**src/rtl/imm_pkg.sv**
```systemverilog
// Shared definitions for the immediate-generation stage.
// Holds the opcode constants, the output format enumeration and the
// bit positions of the instruction fields that hold the immediate.
package imm_pkg;

   typedef enum logic [2:0] {
      FMT_NONE  = 3'd0,
      FMT_I_SX  = 3'd1,
      FMT_I_ZX  = 3'd2,
      FMT_SHAMT = 3'd3,
      FMT_U     = 3'd4,
      FMT_S     = 3'd5,
      FMT_J20   = 3'd6
   } imm_fmt_e;

   localparam logic [4:0] OPC_ISX_A   = 5'h02;
   localparam logic [4:0] OPC_ISX_B   = 5'h0f;
   localparam logic [4:0] OPC_ISX_C   = 5'h14;
   localparam logic [4:0] OPC_IZX_A   = 5'h05;
   localparam logic [4:0] OPC_IZX_B   = 5'h07;
   localparam logic [4:0] OPC_IZX_C   = 5'h09;
   localparam logic [4:0] OPC_SHAMT_A = 5'h0b;
   localparam logic [4:0] OPC_SHAMT_B = 5'h0d;
   localparam logic [4:0] OPC_U       = 5'h0e;
   localparam logic [4:0] OPC_S_A     = 5'h10;
   localparam logic [4:0] OPC_S_B     = 5'h11;
   localparam logic [4:0] OPC_S_C     = 5'h12;
   localparam logic [4:0] OPC_J20     = 5'h13;

   localparam int OPC_MSB   = 4;
   localparam int OPC_LSB   = 0;
   localparam int IMM5_MSB  = 11;
   localparam int IMM5_LSB  = 7;
   localparam int IMM6_MSB  = 25;
   localparam int IMM6_LSB  = 20;
   localparam int IMM7_MSB  = 31;
   localparam int IMM7_LSB  = 25;
   localparam int IMM12_MSB = 31;
   localparam int IMM12_LSB = 20;
   localparam int IMM20_MSB = 31;
   localparam int IMM20_LSB = 12;

endpackage

```
**src/rtl/imm_gen_stage_if.sv**
```systemverilog
// Handshake bundle of the immediate-generation stage.
//   upstream   : in_valid, in_ready, in_ins, in_tag
//   downstream : out_valid, out_ready, out_imm, out_fmt, out_tag
// master = the side that offers instructions and consumes results,
// slave  = the stage itself.
interface imm_gen_stage_if #(
   parameter int XLEN = 32,
   parameter int TAGW = 4
);
   import imm_pkg::*;

   logic            in_valid;
   logic            in_ready;
   logic [31:0]     in_ins;
   logic [TAGW-1:0] in_tag;
   logic            out_valid;
   logic            out_ready;
   logic [XLEN-1:0] out_imm;
   imm_fmt_e        out_fmt;
   logic [TAGW-1:0] out_tag;

   modport master (
      output in_valid, in_ins, in_tag, out_ready,
      input  in_ready, out_valid, out_imm, out_fmt, out_tag
   );

   modport slave (
      input  in_valid, in_ins, in_tag, out_ready,
      output in_ready, out_valid, out_imm, out_fmt, out_tag
   );
endinterface

```
**src/rtl/imm_extract.sv**
```systemverilog
// Combinational immediate decode and extension.
//   ins_i : 32-bit instruction word
//   imm_o : immediate extended to XLEN bits (0 for unrecognised opcodes)
//   fmt_o : format code of the decoded immediate
module imm_extract
   import imm_pkg::*;
#(
   parameter int XLEN = 32
) (
   input  logic [31:0]     ins_i,
   output logic [XLEN-1:0] imm_o,
   output imm_fmt_e        fmt_o
);

   logic [4:0]  opc;
   logic [11:0] imm12;
   logic [11:0] imm_s;
   logic [5:0]  imm6;
   logic [19:0] imm20;

   assign opc   = ins_i[OPC_MSB:OPC_LSB];
   assign imm12 = ins_i[IMM12_MSB:IMM12_LSB];
   assign imm_s = {ins_i[IMM7_MSB:IMM7_LSB], ins_i[IMM5_MSB:IMM5_LSB]};
   assign imm6  = ins_i[IMM6_MSB:IMM6_LSB];
   assign imm20 = ins_i[IMM20_MSB:IMM20_LSB];

   always_comb begin
      imm_o = '0;
      fmt_o = FMT_NONE;
      case (opc)
         OPC_ISX_A, OPC_ISX_B, OPC_ISX_C: begin
            imm_o = XLEN'($signed(imm12));
            fmt_o = FMT_I_SX;
         end
         OPC_IZX_A, OPC_IZX_B, OPC_IZX_C: begin
            imm_o = XLEN'(imm12);
            fmt_o = FMT_I_ZX;
         end
         OPC_SHAMT_A, OPC_SHAMT_B: begin
            imm_o = XLEN'(imm6);
            // a 32-bit datapath can only shift by 0..31
            if (XLEN == 32) imm_o[5] = 1'b0;
            fmt_o = FMT_SHAMT;
         end
         OPC_U: begin
            imm_o = XLEN'($signed({imm20, 12'h000}));
            fmt_o = FMT_U;
         end
         OPC_S_A, OPC_S_B, OPC_S_C: begin
            imm_o = XLEN'($signed(imm_s));
            fmt_o = FMT_S;
         end
         OPC_J20: begin
            imm_o = XLEN'($signed(imm20));
            fmt_o = FMT_J20;
         end
         default: begin
            imm_o = '0;
            fmt_o = FMT_NONE;
         end
      endcase
   end

endmodule

```
**src/rtl/imm_gen_stage.sv**
```systemverilog
// Immediate-generation pipeline stage: decodes the immediate of each
// accepted instruction and presents it downstream through an output
// register backed by a one-entry skid register.
//   clk, rst_n : clock, asynchronous active-low reset
//   flush      : drop everything held plus any instruction accepted now
//   bus        : upstream/downstream valid-ready handshake (slave side)
//   stall_cnt  : saturating count of cycles with out_valid & !out_ready
module imm_gen_stage
   import imm_pkg::*;
#(
   parameter int XLEN = 32,
   parameter int TAGW = 4
) (
   input  logic              clk,
   input  logic              rst_n,
   input  logic              flush,
   imm_gen_stage_if.slave    bus,
   output logic [15:0]       stall_cnt
);

   localparam int DW = XLEN + 3 + TAGW;

   logic [XLEN-1:0] ext_imm;
   imm_fmt_e        ext_fmt;
   logic [DW-1:0]   new_data;

   logic          out_valid_q, out_valid_d;
   logic [DW-1:0] out_q, out_d;
   logic          skid_valid_q, skid_valid_d;
   logic [DW-1:0] skid_q, skid_d;
   logic [15:0]   stall_q, stall_d;
   logic          accept, drain;

   imm_extract #(.XLEN(XLEN)) u_extract (
      .ins_i (bus.in_ins),
      .imm_o (ext_imm),
      .fmt_o (ext_fmt)
   );

   assign new_data = {ext_imm, ext_fmt, bus.in_tag};
   assign accept   = bus.in_valid & ~skid_valid_q;
   assign drain    = out_valid_q & bus.out_ready;

   always_comb begin
      out_valid_d  = out_valid_q;
      out_d        = out_q;
      skid_valid_d = skid_valid_q;
      skid_d       = skid_q;
      if (flush) begin
         out_valid_d  = 1'b0;
         skid_valid_d = 1'b0;
      end else if (!out_valid_q || drain) begin
         // skid is only ever occupied while the output is full, and while
         // it is occupied nothing is accepted, so it refills the output first
         if (skid_valid_q) begin
            out_d        = skid_q;
            out_valid_d  = 1'b1;
            skid_valid_d = 1'b0;
         end else begin
            out_valid_d = accept;
            if (accept) out_d = new_data;
         end
      end else if (accept) begin
         skid_d       = new_data;
         skid_valid_d = 1'b1;
      end
   end

   always_comb begin
      stall_d = stall_q;
      if (out_valid_q && !bus.out_ready && stall_q != 16'hFFFF)
         stall_d = stall_q + 16'd1;
   end

   always_ff @(posedge clk or negedge rst_n) begin
      if (!rst_n) begin
         out_valid_q  <= 1'b0;
         out_q        <= '0;
         skid_valid_q <= 1'b0;
         skid_q       <= '0;
         stall_q      <= '0;
      end else begin
         out_valid_q  <= out_valid_d;
         out_q        <= out_d;
         skid_valid_q <= skid_valid_d;
         skid_q       <= skid_d;
         stall_q      <= stall_d;
      end
   end

   assign bus.in_ready  = ~skid_valid_q;
   assign bus.out_valid = out_valid_q;
   assign bus.out_imm   = out_q[DW-1 -: XLEN];
   assign bus.out_fmt   = imm_fmt_e'(out_q[TAGW +: 3]);
   assign bus.out_tag   = out_q[TAGW-1:0];
   assign stall_cnt     = stall_q;

endmodule

```
**src/flat_wrapper.sv**
```systemverilog
// flat-port wrapper written by rule: the top's interface ports become plain ports
module imm_gen_stage_flat import imm_pkg::*;
#(
   parameter int XLEN = 32,
   parameter int TAGW = 4
)
  (clk, rst_n, flush, stall_cnt, bus_in_valid, bus_in_ins, bus_in_tag, bus_out_ready, bus_in_ready, bus_out_valid, bus_out_imm, bus_out_fmt, bus_out_tag);
  imm_gen_stage_if #(.XLEN(XLEN), .TAGW(TAGW)) bus_i ();
  input  logic clk;
  input  logic rst_n;
  input  logic flush;
  output logic [15:0] stall_cnt;
  input wire logic [$bits(bus_i.in_valid)-1:0] bus_in_valid;
  input wire logic [$bits(bus_i.in_ins)-1:0] bus_in_ins;
  input wire logic [$bits(bus_i.in_tag)-1:0] bus_in_tag;
  input wire logic [$bits(bus_i.out_ready)-1:0] bus_out_ready;
  output wire logic [$bits(bus_i.in_ready)-1:0] bus_in_ready;
  output wire logic [$bits(bus_i.out_valid)-1:0] bus_out_valid;
  output wire logic [$bits(bus_i.out_imm)-1:0] bus_out_imm;
  output wire logic [$bits(bus_i.out_fmt)-1:0] bus_out_fmt;
  output wire logic [$bits(bus_i.out_tag)-1:0] bus_out_tag;
  assign bus_i.in_valid = bus_in_valid;
  assign bus_i.in_ins = bus_in_ins;
  assign bus_i.in_tag = bus_in_tag;
  assign bus_i.out_ready = bus_out_ready;
  assign bus_in_ready = bus_i.in_ready;
  assign bus_out_valid = bus_i.out_valid;
  assign bus_out_imm = bus_i.out_imm;
  assign bus_out_fmt = bus_i.out_fmt;
  assign bus_out_tag = bus_i.out_tag;
  imm_gen_stage #(.XLEN(XLEN), .TAGW(TAGW)) u_core (.clk(clk), .rst_n(rst_n), .flush(flush), .bus(bus_i), .stall_cnt(stall_cnt));
endmodule
```
**config.mk**
```make
export PLATFORM = sky130hd
export DESIGN_NAME = imm_gen_stage_flat
export DESIGN_NICKNAME = d
export VERILOG_FILES = /design/src/rtl/imm_pkg.sv /design/src/rtl/imm_gen_stage_if.sv /design/src/rtl/imm_extract.sv /design/src/rtl/imm_gen_stage.sv /design/src/flat_wrapper.sv
export SDC_FILE = /design/constraint.sdc
export NUM_CORES = 1
export LEC_CHECK = 0
export BUFFER_PORTS_ARGS = -buffer_cell sky130_fd_sc_hd__buf_2
export CAP_MARGIN = 20
export CORE_UTILIZATION = 59
export DETAILED_ROUTE_END_ITERATION = 8
export GPL_TIMING_DRIVEN = 0
export PLACE_DENSITY = 0.87
export SLEW_MARGIN = 5
export SYNTH_ARGS = -nofsm -noshare
export SYNTH_HDL_FRONTEND = slang
export SYNTH_HIERARCHICAL = 1
export SYNTH_SLANG_ARGS = --single-unit
```
**constraint.sdc**
```tcl
create_clock -name clk -period 4.5 [get_ports clk]
set_clock_uncertainty 0.2 [all_clocks]
set_input_delay 0.225 -clock clk [delete_from_list [all_inputs] [get_ports clk]]
set_output_delay 0.225 -clock clk [all_outputs]
set_load 0.005 [all_outputs]
```
### Word level (Yosys, flattened, before mapping)

Index checks and enable logic that the tools add are counted.

| operators by class | value |
|---|---|
| bitwise logic cells | 5 |
| mux-type cells | 10 |
| reductions and logical operators | 14 |
| add/subtract/negate cells | 1 |
| equal/unequal tests | 14 |

Operators by type and width:

| kind | count |
|---|---|
| 32-bit case mux with 6 select lines | 1 |
| 39-bit 2-to-1 mux | 2 |
| 5-bit by 4-bit == test with 1-bit output, second input constant | 5 |
| 5-bit == test, second input constant | 5 |
| 3-bit case mux with 6 select lines | 1 |
| 16-bit by 1-bit adder with 16-bit output, second input constant | 1 |
| 16-bit != test, second input constant | 1 |
| 5-bit by 3-bit == test with 1-bit output, second input constant | 2 |
| 3-bit OR reduction | 3 |
| 1-bit 2-to-1 mux | 6 |
| 3-bit AND reduction | 2 |
| 5-bit by 2-bit == test with 1-bit output, second input constant | 1 |
| 2-bit nonzero test | 2 |
| 1-bit inverter | 3 |
| 3-bit nonzero test | 1 |
| 1-bit AND | 2 |
| 1-bit logical AND | 2 |
| 1-bit zero test | 2 |
| 2-bit OR reduction | 1 |
| 1-bit logical OR | 1 |

| word-level totals | value |
|---|---|
| output and inout port bits | 57 |
| input bits | 41 |
| logic and storage cells | 49 |
| register bits | 96 |

### Depth between registers and ports, before layout

| depth | value |
|---|---|
| depth in word-level cells | 5 |
| gate-level depth with buffers | 8 |
| depth with buffers taken out | 6 |

### Modules after synthesis

The synthesis kept the hierarchy.

By module, submodules not included:

| module | instances | seq. area each (um^2) | area an instance (um^2) | cells each |
|---|---|---|---|---|
| imm_gen_stage | 1 | 2,402.3 | 4,111.4 | 336 |
| imm_extract | 1 | 0.0 | 614.3 | 81 |

### Worst setup path after synthesis

No wires, ideal clock.

| timing path | value |
|---|---|
| path kind | register to register |
| start | reg u_core.stall_q[0] (netlist: u_core/stall_cnt[0]) |
| end | reg u_core.stall_q[10] (netlist: u_core/stall_cnt[10]) |
| cell stages (with the launch flop) | 6 |
| library setup time | 125 ps |
| arrival time | 1,677 ps |
| setup slack | 2,498 ps |
| clock period less this slack | 2,002 ps |
| buffers on the path | 0 |
| data required time | 4,175 ps |
| path through | dfrtp_1 > ha_1 > nand3_1 > or3_2 > nor2_1 > mux2_2 |

| between the ends | value |
|---|---|
| word-level cells in the longest chain between the ends | 2 |
| elaborated cells between the ends (all ways) | 3 |
| classes of those cells | add/sub: 1; eq/ne: 1; reduce/logical: 1 |

RTL lines:

| element | line | source |
|---|---|---|
| start, declared | imm_gen_stage.sv:31 | `logic [15:0] stall_q, stall_d;` |
| start signal, assigned | imm_gen_stage.sv:87 | `stall_q <= stall_d;` |
| branches (longest 2 deep; another with 16-bit by 1-bit adder with 16-bit output) | - |  |

Parallel ways; which one is timed is not known.
A chain may end at the register's enable or synchronous reset.

### Final worst setup path

| timing path | value |
|---|---|
| start | reg u_core.skid_valid_q |
| end | reg u_core.out_q[28] |

| between the ends | value |
|---|---|
| word-level cells in the longest chain between the ends | 4 |
| elaborated cells between the ends (all ways) | 5 |
| classes of those cells | mux: 1; bitwise: 2; reduce/logical: 2 |

RTL lines:

| element | line | source |
|---|---|---|
| start, declared | imm_gen_stage.sv:29 | `logic skid_valid_q, skid_valid_d;` |
| start signal, assigned | imm_gen_stage.sv:85 | `skid_valid_q <= skid_valid_d;` |
| 1-bit inverter | imm_gen_stage.sv:41 | `assign accept = bus.in_valid & ~skid_valid_q;` |
| 1-bit AND | imm_gen_stage.sv:41 |  |
| 2-bit nonzero test (no source line) | - |  |
| 3-bit AND reduction (no source line) | - |  |
| end signal, assigned | imm_gen_stage.sv:84 | `out_q <= out_d;` |
| end, declared | imm_gen_stage.sv:28 | `logic [DW-1:0] out_q, out_d;` |

Several ways; a longest one is shown, not always the timed one.

==> impl_metrics.toml <==
[placement]
place.gp.congestion = 0.891
port_buffers = 95
placed_cells = 615
hpwl_mm = 7.86

[drt]
num_vias = 3722
first_pass_iters = 5
via_per_inst = 5.84
routed_wire_length_per_instance_microns = 17.0
drc = 0
drt_iter0_markers = 215
drt_wl_total_mm = 10.8
ant_nets = 0

[timing]
rsz0062_at_grt = "no"
maxSlewHeadroom_pct = 44.1
finalCritPeriodShare_pct = 52.7
final.setup.tns_ps = 0
period_needed_ps = 2370
final_max_slew_viol_count = 0
worstMarginPinSlew_ps = 833
setup_violations = 0
timing.fmax_ghz = 0.421
final-hold-violation-count = 0

[worst_setup_path]
r2r-end = "u_core/out_q[28]$_DFFE_PN0P_"
worstReg2RegStart = "u_core/skid_valid_q$_DFFE_PN0P_"
reg2reg_slack_ps = 2130
max_stage_delay_ps = 650
crit_end = "u_core/out_q[28]$_DFFE_PN0P_"
crit_type = "reg -> reg"
r2r_cells = 6
cp-end-kind = "flop"
cp_max_fo = 10
crit_top_cell = "buf_2"
cpMaxStageDelayCell = "nor3_1"
required_ps = 4520
cp-startpoint = "u_core/skid_valid_q$_DFFE_PN0P_"
start_kind = "flop"
cp_cell_sequence = "clkbuf_1, nor2_1, nor3_1, buf_2, buf_2, a21oi_1"
crit_arrival_ps = 2400

[global_route]
grt_usage_pct = 26.9
grt_max_degree = 66
grt_pass1_wl_mm = 17.6
grt_pass1_vias = 3636
overflow = 0
antenna_found_initial = 0

[yosys]
synth-main-ff-cell = "dfrtp_1"
synth.distinct_cells = 50
synth_edf_count = 0
synthArstFlopShare_pct = 100
yosys_warnings = 6
synth.top_cell.area_share_pct = 50.8
synth_area_leaders = "dfrtp_1 (51%), mux2_2 (9.8%), mux2i_1 (8.5%)"
syn_nets = 459
ys_seq_elements = 96
postSynthCellCount = 417
yosysTopAreaCell = "dfrtp_1"
synth_area_per_cell_sq_um = 11.3
syn_area_sq_mm = 0.00473
ys_seq_area_share_pct = 50.8

[floorplanning]
die_h_microns = 91.5
rows = 32
dieArea_sq_mm = 0.00837
start_util_pct = 61.2
core_area_sq_mm = 0.00773
io_pins = 98
die_x_microns = 91.5

[outcome]
status = "completed"

[clock_network]
cts_max_level = 3
cts_sinks = 96
numCtsBuffers = 9
ctsRootBufferMaster = "clkbuf_8"
tritoncts = "done"
path_clk_slew_ps = 90
ctsLongestPathBuffers = 2
cts_setup_buffers = 0
cts_hold_buf = 7
cts-resized-gates = 0
clk_latency_ps = 350

[power]
powerDensity_mw_per_mm2 = 372
vdd.ir_drop.worst_uv = 227
leakage_nw = 2.76

[finish]
nets = 573
drive_above_1_share_pct = 34.2
mostFrequentLayoutCells = "buf_2 (106), dfrtp_1 (96), nor2_1 (47), a21oi_1 (45), mux2_2 (41)"
final_cells = 637
syn2layout_area_growth_pct = 19.3
layout_commonest_cell = "buf_2"
antenna_cells = 0

[flow_run]
maxCapViolCount = 0

[worst_hold_path]
holdCritPathClass = "in -> reg"
-- per-layer routing --
metal | up-vias | wire length [microns] | GRT usage, %
met5 | - | 0 | 0
met3 | 20 | 582 | 3.52
met1 | 1836 | 4580 | 35.7
li1 | 1730 | - | -
met4 | 0 | 195 | 9.92
met2 | 136 | 5450 | 45.2
-- flip-flops by register name, indices dropped and copies added (netlist names) --
register              cells
u_core/skid_valid_q       1
u_core/skid_q            39
u_core/bus.out_valid      1
u_core/out_q             39
u_core/stall_cnt         16
-- report_power, final --
| part | leakage (nW) | switching (mW) | internal [mW] | total (mW) |
|---|---|---|---|---|
| sequential | 1.21 | 0.0926 | 0.999 | 1.09 |
| clock | 0.109 | 0.292 | 0.309 | 0.602 |
| combinational | 1.44 | 0.201 | 0.203 | 0.404 |
-- worst min path at each step --
stage                   from                          endpoint  slack, ps  cells past startpoint
2_1_floorplan          rst_n  u_core/bus.out_valid$_DFFE_PN0N_       -270                      0
3_3_place_gp           flush  u_core/bus.out_valid$_DFFE_PN0N_        230                      2
3_5_place_dp           rst_n  u_core/stall_cnt[14]$_DFFE_PN0P_        -10                      1
4_1_cts         bus_in_valid   u_core/skid_valid_q$_DFFE_PN0P_         20                      3
5_1_grt        bus_out_ready   u_core/stall_cnt[0]$_DFFE_PN0P_         50                      4
6_report       bus_out_ready   u_core/stall_cnt[0]$_DFFE_PN0P_         50                      4
-- critical path, delay by kind of cell, from the launching register on --
kind            cells  cell delay, ps
buf+inv             3             840
simple gates        2             770
flops               1             330
compound gates      1             110
-- cells in the mapped netlist, types with 2 or more instances --
cell,n
nor2b_1,2
a31oi_1,2
and2_1,2
xnor2_1,2
nor4_1,3
a221o_1,7
nand2_1,11
a22o_1,12
buf_2,12
clkbuf_1,7
nor4b_1,2
nor2_1,47
mux2_2,41
dfrtp_1,96
o22ai_1,2
nor3_1,6
nand3_1,7
o21ai_0,9
xor2_1,9
buf_4,4
a21o_1,17
a21oi_1,45
mux2i_1,40
inv_1,6
-- cell type report --
| type | instances | area, sq um |
|---|---|---|
| flip-flops and latches | 96 | 2400 |
| multi-input cells | 291 | 2170 |
| fillers | 542 | 2090 |
| repair buffers | 103 | 576 |
| plain buffers | 24 | 131 |
| well taps | 102 | 128 |
| clock buffers | 9 | 124 |
| clock inverters | 6 | 83.8 |
| inverters | 6 | 22.5 |
-- stage by stage --
stage               util [%]  worst slack (ps)  cell area [sq um]  hold slack [ps]  total power [mW]
global route            72.9              1990               5640             47.4              2.21
global placement        69.0              2140               5330              232              1.48
floorplan                  -              2500               4730             -271              1.31
detailed placement      69.3              2230               5360            -10.6              1.51
finish                  72.9              2130               5640             45.6              2.10
CTS                     72.9              2220               5640             19.1              2.11
-- cell families after synthesis --
kind of cell / count (synthesis) / synth area share (%)
adder cells (fa/ha/maj): 1 / 0.265
multiplexers: 81 / 18.2
AO/OA/AOI/OAI: 100 / 14.0
AND/OR/NAND/NOR: 98 / 11.3
buffers and inverters: 30 / 3.26
flip-flops: 96 / 50.8
XOR/XNOR: 11 / 2.04
Note: power is estimated with default switching activity, not from simulation.
